==> src/rtl/add_reservation_station_pkg.sv <==
// Shared types and helpers for the Tomasulo-style execution cluster.
package add_reservation_station_pkg;

  localparam int DATA_W = 32;
  localparam int TAG_W  = 4;
  localparam int AGE_W  = 3;

  localparam logic [TAG_W-1:0] NO_TAG = '0;

  // Tag ranges owned by each reservation station in the cluster
  localparam int ADD_TAG_LO = 1;
  localparam int ADD_TAG_HI = 8;
  localparam int MUL_TAG_LO = 9;
  localparam int MUL_TAG_HI = 15;

  typedef struct packed {
    logic              busy;
    logic              sub;
    logic [TAG_W-1:0]  qj;
    logic [DATA_W-1:0] vj;
    logic [TAG_W-1:0]  qk;
    logic [DATA_W-1:0] vk;
    logic [AGE_W-1:0]  age;
  } rs_entry_t;

  // Two's-complement negation, wraps modulo 2^DATA_W
  function automatic logic [DATA_W-1:0] neg2(input logic [DATA_W-1:0] v);
    return ~v + {{(DATA_W-1){1'b0}}, 1'b1};
  endfunction

endpackage

==> src/rtl/add_reservation_station_age_select.sv <==
// Oldest-ready picker: among ready entries, grants the one with the smallest age rank.
module rs_age_select
  import add_reservation_station_pkg::*;
#(
  parameter int N_ENT = 4,
  parameter int IDX_W = 2
) (
  input  logic [N_ENT-1:0]       ready_i,
  input  logic [N_ENT*AGE_W-1:0] rank_i,
  output logic [N_ENT-1:0]       grant_o,
  output logic [IDX_W-1:0]       idx_o,
  output logic                   any_o
);

  logic [AGE_W-1:0] best_rank;

  // Linear scan keeping the smallest rank seen among ready entries
  always_comb begin
    best_rank = '1;
    idx_o     = '0;
    any_o     = 1'b0;
    for (int i = 0; i < N_ENT; i++) begin
      if (ready_i[i] && (!any_o || (rank_i[i*AGE_W +: AGE_W] < best_rank))) begin
        any_o     = 1'b1;
        best_rank = rank_i[i*AGE_W +: AGE_W];
        idx_o     = IDX_W'(i);
      end
    end
    grant_o = any_o ? (N_ENT'(1) << idx_o) : '0;
  end

endmodule

==> src/rtl/add_reservation_station.sv <==
// Reservation station for the integer add/sub unit: holds issued ops until both
// operands arrive (snooping the CDB) and dispatches the oldest ready op.
module add_reservation_station
  import add_reservation_station_pkg::*;
#(
  parameter int N_ENT   = 4,
  parameter int TAG_W   = 4,
  parameter int RS_BASE = 1
) (
  input  logic              clk,
  input  logic              rst_n,
  input  logic              flush,
  input  logic              issue_valid,
  output logic              issue_ready,
  input  logic              issue_sub,
  input  logic [TAG_W-1:0]  issue_qj,
  input  logic [31:0]       issue_vj,
  input  logic [TAG_W-1:0]  issue_qk,
  input  logic [31:0]       issue_vk,
  output logic [TAG_W-1:0]  issue_tag,
  input  logic              cdb_valid,
  input  logic [TAG_W-1:0]  cdb_tag,
  input  logic [31:0]       cdb_data,
  output logic              disp_valid,
  input  logic              disp_ready,
  output logic [31:0]       disp_a,
  output logic [31:0]       disp_b,
  output logic [TAG_W-1:0]  disp_tag
);

  localparam int IDX_W = (N_ENT > 1) ? $clog2(N_ENT) : 1;

  logic [N_ENT-1:0]  busy_q, busy_d;
  logic [N_ENT-1:0]  sub_q, sub_d;
  logic [TAG_W-1:0]  qj_q [N_ENT];
  logic [TAG_W-1:0]  qj_d [N_ENT];
  logic [TAG_W-1:0]  qk_q [N_ENT];
  logic [TAG_W-1:0]  qk_d [N_ENT];
  logic [DATA_W-1:0] vj_q [N_ENT];
  logic [DATA_W-1:0] vj_d [N_ENT];
  logic [DATA_W-1:0] vk_q [N_ENT];
  logic [DATA_W-1:0] vk_d [N_ENT];
  logic [AGE_W-1:0]  age_q [N_ENT];
  logic [AGE_W-1:0]  age_d [N_ENT];

  logic [N_ENT-1:0]       ready_vec;
  logic [N_ENT*AGE_W-1:0] rank_flat;
  logic [N_ENT-1:0]       sel_grant;
  logic [IDX_W-1:0]       sel_idx;
  logic                   sel_any;

  logic [IDX_W-1:0] free_idx;
  logic             has_free;
  logic [AGE_W:0]   occ;
  logic             fire, accept, byp_j, byp_k;

  // Per-entry readiness, rank vector, lowest free slot and occupancy from registered state
  always_comb begin
    ready_vec = '0;
    rank_flat = '0;
    free_idx  = '0;
    has_free  = 1'b0;
    occ       = '0;
    for (int i = 0; i < N_ENT; i++) begin
      ready_vec[i] = busy_q[i] && (qj_q[i] == '0) && (qk_q[i] == '0);
      rank_flat[i*AGE_W +: AGE_W] = age_q[i];
      occ = occ + {{AGE_W{1'b0}}, busy_q[i]};
    end
    for (int i = N_ENT - 1; i >= 0; i--) begin
      if (!busy_q[i]) begin
        free_idx = IDX_W'(i);
        has_free = 1'b1;
      end
    end
  end

  rs_age_select #(
    .N_ENT (N_ENT),
    .IDX_W (IDX_W)
  ) u_sel (
    .ready_i (ready_vec),
    .rank_i  (rank_flat),
    .grant_o (sel_grant),
    .idx_o   (sel_idx),
    .any_o   (sel_any)
  );

  // Issue and dispatch handshakes; outputs are zero when nothing is selected
  always_comb begin
    issue_ready = has_free;
    issue_tag   = TAG_W'(RS_BASE) + TAG_W'(free_idx);
    accept      = issue_valid && has_free;
    fire        = sel_any && disp_ready;
    byp_j       = cdb_valid && (issue_qj != '0) && (issue_qj == cdb_tag);
    byp_k       = cdb_valid && (issue_qk != '0) && (issue_qk == cdb_tag);
    disp_valid  = sel_any;
    disp_a      = '0;
    disp_b      = '0;
    disp_tag    = '0;
    if (sel_any) begin
      disp_a   = vj_q[sel_idx];
      disp_b   = sub_q[sel_idx] ? neg2(vk_q[sel_idx]) : vk_q[sel_idx];
      disp_tag = TAG_W'(RS_BASE) + TAG_W'(sel_idx);
    end
  end

  // Next state: CDB snoop, dispatch free + age compaction, issue allocate, flush clear
  always_comb begin
    busy_d = busy_q;
    sub_d  = sub_q;
    for (int i = 0; i < N_ENT; i++) begin
      qj_d[i]  = qj_q[i];
      qk_d[i]  = qk_q[i];
      vj_d[i]  = vj_q[i];
      vk_d[i]  = vk_q[i];
      age_d[i] = age_q[i];
      if (busy_q[i] && cdb_valid && (qj_q[i] != '0) && (qj_q[i] == cdb_tag)) begin
        vj_d[i] = cdb_data;
        qj_d[i] = '0;
      end
      if (busy_q[i] && cdb_valid && (qk_q[i] != '0) && (qk_q[i] == cdb_tag)) begin
        vk_d[i] = cdb_data;
        qk_d[i] = '0;
      end
      if (fire && busy_q[i] && (age_q[i] > age_q[sel_idx])) begin
        age_d[i] = age_q[i] - 1'b1;
      end
    end
    if (fire) begin
      busy_d = busy_d & ~sel_grant;
    end
    if (accept) begin
      busy_d[free_idx] = 1'b1;
      sub_d[free_idx]  = issue_sub;
      qj_d[free_idx]   = byp_j ? '0 : issue_qj;
      vj_d[free_idx]   = byp_j ? cdb_data : issue_vj;
      qk_d[free_idx]   = byp_k ? '0 : issue_qk;
      vk_d[free_idx]   = byp_k ? cdb_data : issue_vk;
      // A simultaneous dispatch removes an older entry, so the newcomer lands one rank lower
      age_d[free_idx]  = occ[AGE_W-1:0] - AGE_W'(fire);
    end
    if (flush) begin
      busy_d = '0;
    end
  end

  // Occupancy is the only reset state; payload is qualified by busy
  always_ff @(posedge clk) begin
    if (!rst_n) begin
      busy_q <= '0;
    end else begin
      busy_q <= busy_d;
    end
  end

  // Entry payload registers
  always_ff @(posedge clk) begin
    sub_q <= sub_d;
    for (int i = 0; i < N_ENT; i++) begin
      qj_q[i]  <= qj_d[i];
      qk_q[i]  <= qk_d[i];
      vj_q[i]  <= vj_d[i];
      vk_q[i]  <= vk_d[i];
      age_q[i] <= age_d[i];
    end
  end

endmodule

==> config.mk <==
export PLATFORM = sky130hd
export DESIGN_NAME = add_reservation_station
export DESIGN_NICKNAME = d
export VERILOG_FILES = /design/src/rtl/add_reservation_station_pkg.sv /design/src/rtl/add_reservation_station_age_select.sv /design/src/rtl/add_reservation_station.sv
export SDC_FILE = /design/constraint.sdc
export NUM_CORES = 1
export LEC_CHECK = 0
export CAP_MARGIN = 30
export CORE_UTILIZATION = 51
export DETAILED_ROUTE_END_ITERATION = 8
export PLACE_DENSITY = 0.77
export SLEW_MARGIN = 10
export SYNTH_ARGS = -nofsm -noshare
export SYNTH_HDL_FRONTEND = slang
export SYNTH_SLANG_ARGS = --single-unit
export TNS_END_PERCENT = 5
==> constraint.sdc <==
create_clock -name clk -period 8.1 [get_ports clk]
set_clock_uncertainty 0.2 [all_clocks]
set_input_delay 1.215 -clock clk [delete_from_list [all_inputs] [get_ports clk]]
set_output_delay 1.215 -clock clk [all_outputs]
set_load 0.02 [all_outputs]
==> results.txt <==
yosys synthesis warning count -> 0
most frequent cell after synthesis -> nor2_1
met2 wire length -> 27500 microns
vias in the first global route -> 17400
Worst setup SP type -> flip-flop
placed insts -> 2725
Layout Nets -> 2518
combinational family with the most area after synthesis -> simple AND/OR/NAND/NOR gates
Cell Area, Synth -> 16300 sq um
Tot GR Track Use -> 36.3%
DIE HEIGHT -> 181 microns
Final HPWL DP -> 39600 microns
fin util -> 64.7%
antenna viol nets, final -> 0
Starting DRT DRC Count -> 2181
CP max FO -> 6
max-slew headroom at the worst pin -> 32.0%
Wirelength per Cell -> 21.8 microns
final total power -> 4.11 mW
Final GP Congestion -> 0.980
clk buf depth -> 3
fillers -> 2642
Synth area leader -> dfxtp_1
DR DRC count -> 0
sequential-to-total area share from yosys stat -> 38.2%
cell area after layout -> 20400 sq um
Worst-Skew Late Latency -> 520 ps
f_max -> 117 MHz
Max VDD drop -> 0.000139 V
Sink Count -> 308
# hold bufs at CTS -> 0
DRT met1 WL -> 23500 microns
maximum level of the CTS H-tree -> 2
CTS clk-pin slew, worst paths -> 60 ps
worst slew pin tran -> 1020 ps
TritonCTS Buffers -> 35
Root Driver -> clkbuf_16
Syn Inst Count -> 2232
Avg Inst Size Synth -> 7.29 sq um
Top FF cell, synth -> dfxtp_1
Die Wd -> 181 microns
IO Pins -> 189
Critical-path top delay cell -> o41ai_4
Critical Path RT -> 6680 ps
initial antenna violation count -> 1
final worst slack -> -413 ps
asr flop ratio synth -> 0%
final setup vio count -> 29
RSZ-0062 raised after global routing -> true
Yosys reg bits -> 308
grt total ovfl -> 0
Multi-input gate area -> 9690 sq um
Sequential cell area -> 6210 sq um
top cell type's share of synthesized area -> 37.4%
commonest cells in the netlist -> nor2_1 (609), dfxtp_1 (304), o22ai_1 (262)
Setup crit end kind -> primary output
Met3 Wirelength -> 7010 microns
min cycle time layout -> 8510 ps
row count -> 65
simple-gate share of the synthesized area -> 26.4%
period utilisation layout -> 105%
Port Buffers -> 186
DR pass1 iterations -> 5
mux cell area share after synthesis -> 1.42%
Core Area -> 31500 sq um
failing checks -> negative setup slack
Largest stage delay, worst path -> 430 ps
Synth Area in Adders -> 2.35%
via count -> 17900
Fin. Hold Viols -> 0
Post-synth EDFFs -> 4
xor and xnor area share after synthesis -> 3.39%
Leak -> 8.45 nW
Cell Count, Final, Fillers Out -> 2803
area delta synth->final -> 25.3%
critical path class -> flip-flop to primary output
hold crit path type -> flip-flop to flip-flop
post-synthesis cell type count -> 86
total die area -> 32600 sq um
highest metal used -> met5
final WL -> 61200 microns
Synth Area in Compound Gates -> 22.6%
Arr. time, crit path -> 7100 ps
fin. max-slew vios -> 0
CTS tree -> done
status -> finished with violations
maxcap violations -> 0
layout cells sized above 1 -> 13.6%
largest cells by area after synthesis -> dfxtp_1 (37%), nor2_1 (14%), o22ai_1 (10%)
drt via density -> 6.40
Starting Density -> 51.7%
first-pass GRT wire length -> 94400 microns
P per Cell Area -> 202 nW/um^2
largest net degree at the start of global routing -> 67
Setup WS pre-CTS -> -196 ps
area post-placement -> 18800 sq um
-- routing by layer --
metal,up-vias,global-route usage (%)
met5,-,0
met4,2,19.6
met3,232,7.24
met2,1153,58.5
met1,8438,45.6
li1,8120,-
-- through the flow --
stage	hold WS, ps	setup TNS, ps
5_1_grt	313	-15070
4_1_cts	292	-2370
2_1_floorplan	252	-3.53
3_5_place_dp	279	-2080
3_3_place_gp	266	0
6_report	292	-7040
-- cell families (layout without fill, tap and decap cells) --
family / Yosys count / after routing
multiplexers: 22 / 22
adder cells (fa/ha/maj): 30 / 30
flip-flops: 308 / 308
buffers and inverters: 218 / 384
AND/OR/NAND/NOR: 1020 / 1021
XOR/XNOR: 63 / 63
other: 1 / 3
AO/OA/AOI/OAI: 570 / 570
-- registers in the layout (all words and copies together) (netlist names) --
name and flops:
vj_q 128, sub_q 4, vk_q 128, age_q 12, qk_q 16, qj_q 16
busy_q 4
-- cell type report --
cell class	count	area share, %
multi-input cells	1708	47.5
flip-flops and latches	308	30.5
repair buffers	295	13.3
clock buffers	51	5.19
well taps	402	2.47
inverters	28	0.540
clock inverters	10	0.497
diodes	1	0.0123
-- report_power, final --
group          leakage, nW  total [mW]  internal (mW)  switching, mW
combinational         5.34       0.677          0.302          0.375
clock                0.565        1.60          0.945          0.656
sequential            2.55        1.84           1.70          0.132
-- cells in the final DEF, fill, tap and decap left out, types with 6 or more instances in the layout --
cell type,netlist,layout
nor2_1,609,596
dfxtp_1,304,303
o22ai_1,262,262
nand2_1,223,218
clkdlybuf4s50_1,0,155
buf_4,4,102
nand3_1,75,74
o21ai_0,84,73
a21oi_1,84,52
o211ai_1,40,40
clkbuf_16,0,37
a21oi_2,2,34
xnor2_1,36,33
xor2_1,27,26
inv_1,25,25
nor3_1,28,25
ha_1,25,23
or4_1,13,12
mux2i_1,13,12
buf_2,10,12
or3_1,12,11
o21ai_1,6,11
nor2_2,0,10
nand2b_1,10,9
mux2_2,9,9
a311oi_1,9,9
clkbuf_8,0,8
a21o_1,7,7
o221ai_1,7,7
o21ai_2,1,7
o31ai_1,12,7
buf_12,0,7
nand4_1,6,6
a31oi_1,12,6
clkbuf_1,96,6
clkbuf_2,30,6
-- worst max-delay path: cells and delay by family, from the launching register on --
kind | cells | cell delay [ps]
xor gates and xnor gates | 1 | 190
and+or+nand+nor | 15 | 2520
buffers and inverters | 5 | 700
adders and majority gates | 3 | 800
DFF | 1 | 340
AOI/OAI and AO/OA | 11 | 2020
-- repair_timing --
item	CTS	global route
pin swaps	13	29
setup buffers	3	11
gates cloned	1	0
resized for setup	114	62
hold endpoints to repair	0	0
endpoints found under the setup margin	31	37
-- final timing paths --
check,slack (ps),start,cells past startpoint,to
min,290,vj_q[2][16],2,vj_q[2][16]
min reg2reg,290,vj_q[2][16],2,vj_q[2][16]
max,-410,qj_q[0][3],35,disp_b[25]
max reg2reg,870,qj_q[0][3],36,age_q[2][1]
(Power assumes the default switching activity.)
